`src/rtl/seq_divider_pkg.sv`:
```
// Shared encodings for the multicycle divide/multiply units.
package seq_divider_pkg;

  localparam int DIV_WIDTH = 32;

  typedef enum logic [1:0] {
    S_IDLE = 2'd0,
    S_CALC = 2'd1,
    S_FIX  = 2'd2,
    S_DONE = 2'd3
  } div_state_t;

endpackage

```
`src/rtl/seq_divider_if.sv`:
```
// Request/result bundle between the control unit and seq_divider.
// DIVU_SUPPORT_EN adds the is_unsigned request bit.
interface seq_divider_if #(
  parameter int WIDTH = seq_divider_pkg::DIV_WIDTH
) ();

  logic             start;
  logic [WIDTH-1:0] dividend;
  logic [WIDTH-1:0] divisor;
  logic             busy;
  logic             done;
  logic             div_by_zero;
  logic [WIDTH-1:0] quotient;
  logic [WIDTH-1:0] remainder;
`ifdef DIVU_SUPPORT_EN
  logic             is_unsigned;

  modport master (
    output start, dividend, divisor, is_unsigned,
    input  busy, done, div_by_zero, quotient, remainder
  );
  modport slave (
    input  start, dividend, divisor, is_unsigned,
    output busy, done, div_by_zero, quotient, remainder
  );
`else
  modport master (
    output start, dividend, divisor,
    input  busy, done, div_by_zero, quotient, remainder
  );
  modport slave (
    input  start, dividend, divisor,
    output busy, done, div_by_zero, quotient, remainder
  );
`endif

endinterface

```
`src/rtl/seq_divider_div_step.sv`:
```
// One restoring shift-compare-subtract step on unsigned magnitudes.
module seq_divider_div_step #(
  parameter int WIDTH = 32
) (
  input  logic [WIDTH-1:0] rem_i,
  input  logic [WIDTH-1:0] quo_i,
  input  logic [WIDTH-1:0] divisor_i,
  output logic [WIDTH-1:0] rem_o,
  output logic [WIDTH-1:0] quo_o
);

  logic [WIDTH:0]   trial;
  logic [WIDTH-1:0] diff_lo;
  logic             fits;

  // The shifted remainder needs one extra bit; the difference always fits in WIDTH.
  assign trial   = {rem_i, quo_i[WIDTH-1]};
  assign fits    = (trial >= {1'b0, divisor_i});
  assign diff_lo = trial[WIDTH-1:0] - divisor_i;

  assign rem_o = fits ? diff_lo : trial[WIDTH-1:0];
  assign quo_o = {quo_i[WIDTH-2:0], fits};

endmodule

```
`src/rtl/seq_divider.sv`:
```
// Multicycle signed divider (restoring, one quotient bit per clock) for HI/LO.
// DIVU_SUPPORT_EN enables unsigned division through bus.is_unsigned.
module seq_divider
  import seq_divider_pkg::*;
#(
  parameter int WIDTH = DIV_WIDTH,
  parameter int CNT_W = 6
) (
  input  logic         clk,
  input  logic         reset,
  seq_divider_if.slave bus
);

  localparam logic [CNT_W-1:0] CNT_INIT = CNT_W'(WIDTH);
  localparam logic [CNT_W-1:0] CNT_ONE  = {{(CNT_W-1){1'b0}}, 1'b1};
  localparam logic [WIDTH-1:0] ZERO_W   = {WIDTH{1'b0}};

  div_state_t       state_q, state_d;
  logic [WIDTH-1:0] rem_q, rem_d;
  logic [WIDTH-1:0] quo_q, quo_d;
  logic [WIDTH-1:0] dvsr_q, dvsr_d;
  logic             sign_a_q, sign_a_d;
  logic             sign_b_q, sign_b_d;
  logic [CNT_W-1:0] cnt_q, cnt_d;
  logic             busy_q, busy_d;
  logic             done_q, done_d;
  logic             dbz_q, dbz_d;
  logic [WIDTH-1:0] quotient_q, quotient_d;
  logic [WIDTH-1:0] remainder_q, remainder_d;

  logic             signed_op;
  logic             in_sign_a, in_sign_b;
  logic [WIDTH-1:0] in_mag_a, in_mag_b;
  logic             divisor_zero;
  logic [WIDTH-1:0] step_rem, step_quo;

`ifdef DIVU_SUPPORT_EN
  assign signed_op = ~bus.is_unsigned;
`else
  assign signed_op = 1'b1;
`endif

  // Unsigned requests clear both signs, so FIX never negates them.
  assign in_sign_a    = signed_op & bus.dividend[WIDTH-1];
  assign in_sign_b    = signed_op & bus.divisor[WIDTH-1];
  assign in_mag_a     = in_sign_a ? (ZERO_W - bus.dividend) : bus.dividend;
  assign in_mag_b     = in_sign_b ? (ZERO_W - bus.divisor) : bus.divisor;
  assign divisor_zero = (bus.divisor == ZERO_W);

  seq_divider_div_step #(
    .WIDTH (WIDTH)
  ) u_step (
    .rem_i     (rem_q),
    .quo_i     (quo_q),
    .divisor_i (dvsr_q),
    .rem_o     (step_rem),
    .quo_o     (step_quo)
  );

  // State register.
  always_ff @(posedge clk or posedge reset) begin
    if (reset) begin
      state_q <= S_IDLE;
    end else begin
      state_q <= state_d;
    end
  end

  // Next-state logic.
  always_comb begin
    state_d = state_q;
    case (state_q)
      S_IDLE: begin
        if (bus.start) begin
          state_d = divisor_zero ? S_DONE : S_CALC;
        end else begin
          state_d = S_IDLE;
        end
      end
      S_CALC: begin
        if (cnt_q == CNT_ONE) begin
          state_d = S_FIX;
        end else begin
          state_d = S_CALC;
        end
      end
      S_FIX:   state_d = S_DONE;
      S_DONE:  state_d = S_IDLE;
      default: state_d = S_IDLE;
    endcase
  end

  // Datapath and output next values.
  always_comb begin
    rem_d       = rem_q;
    quo_d       = quo_q;
    dvsr_d      = dvsr_q;
    sign_a_d    = sign_a_q;
    sign_b_d    = sign_b_q;
    cnt_d       = cnt_q;
    dbz_d       = dbz_q;
    quotient_d  = quotient_q;
    remainder_d = remainder_q;
    busy_d      = (state_d != S_IDLE);
    done_d      = (state_d == S_DONE);
    case (state_q)
      S_IDLE: begin
        if (bus.start && divisor_zero) begin
          dbz_d = 1'b1;
        end else if (bus.start) begin
          rem_d    = ZERO_W;
          quo_d    = in_mag_a;
          dvsr_d   = in_mag_b;
          sign_a_d = in_sign_a;
          sign_b_d = in_sign_b;
          cnt_d    = CNT_INIT;
          dbz_d    = 1'b0;
        end else begin
          dbz_d = dbz_q;
        end
      end
      S_CALC: begin
        rem_d = step_rem;
        quo_d = step_quo;
        cnt_d = cnt_q - CNT_ONE;
      end
      S_FIX: begin
        // Truncation toward zero: remainder follows the dividend's sign.
        quotient_d  = (sign_a_q ^ sign_b_q) ? (ZERO_W - quo_q) : quo_q;
        remainder_d = sign_a_q ? (ZERO_W - rem_q) : rem_q;
      end
      S_DONE: begin
        cnt_d = cnt_q;
      end
      default: begin
        cnt_d = cnt_q;
      end
    endcase
  end

  // Datapath and output registers.
  always_ff @(posedge clk or posedge reset) begin
    if (reset) begin
      rem_q       <= {WIDTH{1'b0}};
      quo_q       <= {WIDTH{1'b0}};
      dvsr_q      <= {WIDTH{1'b0}};
      sign_a_q    <= 1'b0;
      sign_b_q    <= 1'b0;
      cnt_q       <= {CNT_W{1'b0}};
      busy_q      <= 1'b0;
      done_q      <= 1'b0;
      dbz_q       <= 1'b0;
      quotient_q  <= {WIDTH{1'b0}};
      remainder_q <= {WIDTH{1'b0}};
    end else begin
      rem_q       <= rem_d;
      quo_q       <= quo_d;
      dvsr_q      <= dvsr_d;
      sign_a_q    <= sign_a_d;
      sign_b_q    <= sign_b_d;
      cnt_q       <= cnt_d;
      busy_q      <= busy_d;
      done_q      <= done_d;
      dbz_q       <= dbz_d;
      quotient_q  <= quotient_d;
      remainder_q <= remainder_d;
    end
  end

  assign bus.busy        = busy_q;
  assign bus.done        = done_q;
  assign bus.div_by_zero = dbz_q;
  assign bus.quotient    = quotient_q;
  assign bus.remainder   = remainder_q;

endmodule

```
`src/flat_wrapper.sv`:
```
// flat-port wrapper written by rule: the top's interface ports become plain ports
module seq_divider_flat import seq_divider_pkg::*;
#(
  parameter int WIDTH = DIV_WIDTH,
  parameter int CNT_W = 6
)
  (clk, reset, bus_start, bus_dividend, bus_divisor, bus_busy, bus_done, bus_div_by_zero, bus_quotient, bus_remainder);
  seq_divider_if #(.WIDTH(WIDTH)) bus_i ();
  input  logic clk;
  input  logic reset;
  input wire logic [$bits(bus_i.start)-1:0] bus_start;
  input wire logic [$bits(bus_i.dividend)-1:0] bus_dividend;
  input wire logic [$bits(bus_i.divisor)-1:0] bus_divisor;
  output wire logic [$bits(bus_i.busy)-1:0] bus_busy;
  output wire logic [$bits(bus_i.done)-1:0] bus_done;
  output wire logic [$bits(bus_i.div_by_zero)-1:0] bus_div_by_zero;
  output wire logic [$bits(bus_i.quotient)-1:0] bus_quotient;
  output wire logic [$bits(bus_i.remainder)-1:0] bus_remainder;
  assign bus_i.start = bus_start;
  assign bus_i.dividend = bus_dividend;
  assign bus_i.divisor = bus_divisor;
  assign bus_busy = bus_i.busy;
  assign bus_done = bus_i.done;
  assign bus_div_by_zero = bus_i.div_by_zero;
  assign bus_quotient = bus_i.quotient;
  assign bus_remainder = bus_i.remainder;
  seq_divider #(.WIDTH(WIDTH), .CNT_W(CNT_W)) u_core (.clk(clk), .reset(reset), .bus(bus_i));
endmodule
```
`config.mk`:
```
export PLATFORM = sky130hd
export DESIGN_NAME = seq_divider_flat
export DESIGN_NICKNAME = d
export VERILOG_FILES = /design/src/rtl/seq_divider_pkg.sv /design/src/rtl/seq_divider_if.sv /design/src/rtl/seq_divider_div_step.sv /design/src/rtl/seq_divider.sv /design/src/flat_wrapper.sv
export SDC_FILE = /design/constraint.sdc
export NUM_CORES = 1
export LEC_CHECK = 0
export ABC_AREA = 1
export CAP_MARGIN = 20
export CORE_ASPECT_RATIO = 0.8
export CORE_MARGIN = 2
export CORE_UTILIZATION = 35
export CTS_CLUSTER_DIAMETER = 30
export CTS_CLUSTER_SIZE = 40
export DETAILED_ROUTE_END_ITERATION = 7
export GPL_ROUTABILITY_DRIVEN = 0
export PLACE_DENSITY = 0.64
export REMOVE_ABC_BUFFERS = 1
export SLEW_MARGIN = 15
export SYNTH_ARGS = -nofsm -noshare
export SYNTH_HDL_FRONTEND = slang
export SYNTH_SLANG_ARGS = --single-unit
```
`constraint.sdc`:
```
create_clock -name clk -period 7.9 [get_ports clk]
set_clock_uncertainty 0.1 [all_clocks]
set_input_delay 1.58 -clock clk [delete_from_list [all_inputs] [get_ports clk]]
set_output_delay 1.58 -clock clk [all_outputs]
set_load 0.01 [all_outputs]
```
==> flow_metrics.env <==
export IMPL_io_pins=134
export IMPL_async_reset_ff_frac=1.00
export IMPL_grt_max_degree=97
export IMPL_ys_seq_area_frac=0.319
export IMPL_cts_tree="done"
export IMPL_vias=13700
export IMPL_synth_edf_count=0
export IMPL_htreeDepth=4
export IMPL_report_final_slew_viol_count=0
export IMPL_grt_overflow=0
export IMPL_layout_setup_ws_ns=3.54
export IMPL_antenna_found_initial=0
export IMPL_grtUsageMet1=0.333
export IMPL_syn_area_per_cell_sq_um=6.48
export IMPL_die_h_microns=180
export IMPL_postCtsHoldBufs=0
export IMPL_synthCells=2092
export IMPL_start_util=0.355
export IMPL_status="finished clean"
export IMPL_max_slew_margin_rel=0.282
export IMPL_max_freq_mhz=230
export IMPL_min_period_ns=4.36
export IMPL_drc=0
export IMPL_crit_required_ns=8.16
export IMPL_crit_path_max_fanout=58
export IMPL_dieArea_sq_um=40400
export IMPL_max_stage_delay_ns=0.88
export IMPL_placed_cell_area_sq_um=15200
export IMPL_p_clk_frac=0.123
export IMPL_hold_depth=2
export IMPL_worstRegToRegCells=12
export IMPL_drive_gt1_frac=0.0628
export IMPL_p_leak_nw=7.92
export IMPL_vias_per_cell=5.09
export IMPL_cts_resized_gates=0
export IMPL_worstMarginPinSlew_ns=1.08
export IMPL_wl_per_cell_microns=16.1
export IMPL_switching_share=0.522
export IMPL_hp_class="reg -> reg"
export IMPL_synth_top_flop_cell="dfrtp_1"
export IMPL_grt_pass1_wl_microns=69100
export IMPL_die_w_microns=224
export IMPL_cp_start_kind="primary input"
export IMPL_drt_wl_total_microns=43400
export IMPL_combPwrFrac=0.633
export IMPL_p_per_area_nw_per_um2=459
export IMPL_place_ws_ns=3.12
export IMPL_internal_power_mw=3.47
export IMPL_postCtsSetupBuffers=0
export IMPL_grt_pass1_vias=12800
export IMPL_end_kind="flip-flop"
export IMPL_ir_drop_mv=0.222
export IMPL_ys_ff_latch=173
export IMPL_arrival_ns=4.62
export IMPL_grt_use_met3=0.0409
export IMPL_io_buffers=133
export IMPL_insertedDiodeCount=0
export IMPL_maxCapViolCount=0
export IMPL_clockBufferDepth=2
export IMPL_power_mw=7.26
export IMPL_grt_most_used_layer="met1"
export IMPL_seqPwrFrac=0.245
export IMPL_slowest_stage="clkdlybuf4s50_1"
export IMPL_final_area_sq_um=15800
export IMPL_cp_top_family="buffers and inverters"
export IMPL_rsz0062_at_grt="no"
export IMPL_hold_violations=0
export IMPL_holdPathEnd="u_core.bus.quotient[2]"
export IMPL_first_iter_violations=1341
export IMPL_power_switching_mw=3.79
export IMPL_cts_sinks=173
export IMPL_ys_warn_count=0
export IMPL_yosysTopAreaCellShare=0.319
export IMPL_root_buffer="clkbuf_16"
export IMPL_syn_area_sq_um=13600
export IMPL_core_sq_um=38200
export IMPL_num_rows=64
export IMPL_regToRegStartpoint="u_core.rem_q[20]"
export IMPL_reg2reg_slack_ns=4.71
export IMPL_worst_path_buf_inv=4
export IMPL_cts_inserted_buffers=17
export IMPL_timing_final_crit_share=0.551
export IMPL_setup_viol=0
export IMPL_synth_area_leaders="dfrtp_1 (32%), nand2_1 (18%), inv_1 (7.9%)"
export IMPL_grtUsageTotal=0.216
export IMPL_r2r_end="u_core.rem_q[29]"
export IMPL_synth_largest_area_cell="dfrtp_1"
export IMPL_clk_pin_slew_ns=0.07
export IMPL_cp_cell_sequence="clkdlybuf4s50_1 > inv_2 > nand3_1 > nor2_1 > nand4_2 > nand3_2 > buf_4 > inv_2 > nand2_1 > o21ai_0 > nor2_1"
export IMPL_path_class="in -> reg"
export IMPL_worstSkewPairLatency_ns=0.44
export IMPL_dr_pass1_iters=5
export IMPL_detail_route_antenna_nets=0
export IMPL_met2_usage=0.302
export IMPL_finalSetupTns_ns=0
export IMPL_hold_path_startpoint="u_core.bus.quotient[2]"
export IMPL_ys_types=48
export IMPL_hpwl_microns=32700
export IMPL_nNetsFinal=2292
export IMPL_syn2layout_area_growth_pct=16.7
[power by group through the flow]
stage / Clock, mW / Combinational (mW) / Sequential [mW]
finish: 0.891 / 4.59 / 1.78
global route: 0.948 / 5.17 / 1.83
CTS: 0.907 / 4.55 / 1.76
detailed placement: 0 / 4.53 / 1.77
global placement: 0 / 4.45 / 1.76
floorplan: 0 / 3.16 / 1.68
[tightest hold or removal path: stages (launching register included)]
cell     delay [ns]
dfrtp_1        0.34
nand2_1        0.05
o21ai_0        0.06
[Yosys cell counts (all sizes together) (4+ instances only)]
cell type,n
a21oi,50
inv,293
nand3,197
nand3b,11
nand4,32
o211ai,8
nand2,708
nor2,222
and2,4
ha,38
buf,36
clkbuf,32
or2,12
o31ai,9
a31oi,16
xnor2,22
dfrtp,173
o21ai,121
xor2,69
nor3,22
a21o,4
[final cells by class]
| cell class | count | area, sq um |
|---|---|---|
| Clock buffer | 19 | 453 |
| Clock inverter | 13 | 155 |
| Fill cell | 3929 | 22400 |
| Inverter | 293 | 1110 |
| Multi-Input combinational cell | 1558 | 7740 |
| Sequential cell | 173 | 4330 |
| Tap cell | 495 | 619 |
| Timing Repair Buffer | 143 | 1420 |
[routing by layer]
metal / wire, microns / share of wire
met5: 0 / 0
met4: 931 / 0.021
met3: 3600 / 0.083
met2: 17300 / 0.40
met1: 21500 / 0.50
[cells in the final DEF (no fill, tap or decap), types with 11 or more instances in the layout]
cell,n
a21oi_1,48
a31oi_1,16
clkbuf_16,17
clkdlybuf4s50_1,133
dfrtp_1,173
ha_1,38
inv_1,285
nand2_1,664
nand2_2,41
nand3_1,192
nand3b_1,11
nand4_1,30
nor2_1,204
nor2_2,13
nor3_1,18
o21ai_0,115
xnor2_1,22
xor2_1,69
[worst max-delay path by stage]
| stage | from | endpoint | slack (ns) | cells past startpoint |
|---|---|---|---|---|
| finish | bus_divisor[31] | u_core.quo_q[24] | 3.54 | 11 |
| global placement | bus_divisor[31] | u_core.quo_q[24] | 3.18 | 11 |
| floorplan | reset | u_core.bus.busy | 1.53 | 1 |
| detailed placement | bus_divisor[31] | u_core.quo_q[24] | 3.12 | 11 |
| CTS | bus_divisor[31] | u_core.quo_q[24] | 3.60 | 11 |
| global route | bus_divisor[31] | u_core.quo_q[24] | 3.20 | 11 |
[through the flow]
stage,utilization,hold WS [ns],cells
floorplan,-,0.343,2024
global placement,0.398,0.363,2661
detailed placement,0.398,0.369,2661
CTS,0.414,0.387,2693
global route,0.414,0.404,2694
finish,0.414,0.382,2694
[state kept, by name, indices dropped and copies added (netlist names)]
register                flops
u_core.rem_q               32
u_core.bus.div_by_zero      1
u_core.quo_q               32
u_core.bus.quotient        32
u_core.sign_a_q             1
u_core.bus.done             1
u_core.cnt_q                6
u_core.state_q              2
u_core.bus.busy             1
u_core.sign_b_q             1
u_core.dvsr_q              32
u_core.bus.remainder       32
[logic make-up (layout without fill, tap and decap cells)]
| logic type | after synthesis | count (layout) | synth area share |
|---|---|---|---|
| AO/OA/AOI/OAI | 216 | 216 | 0.0881 |
| buffers and inverters | 361 | 468 | 0.111 |
| AND/OR/NAND/NOR | 1212 | 1212 | 0.386 |
| adder cells (fa/ha/maj) | 39 | 39 | 0.0365 |
| flip-flops | 173 | 173 | 0.319 |
| XOR/XNOR | 91 | 91 | 0.0588 |
No activity file was read; power rests on OpenSTA's default activity.
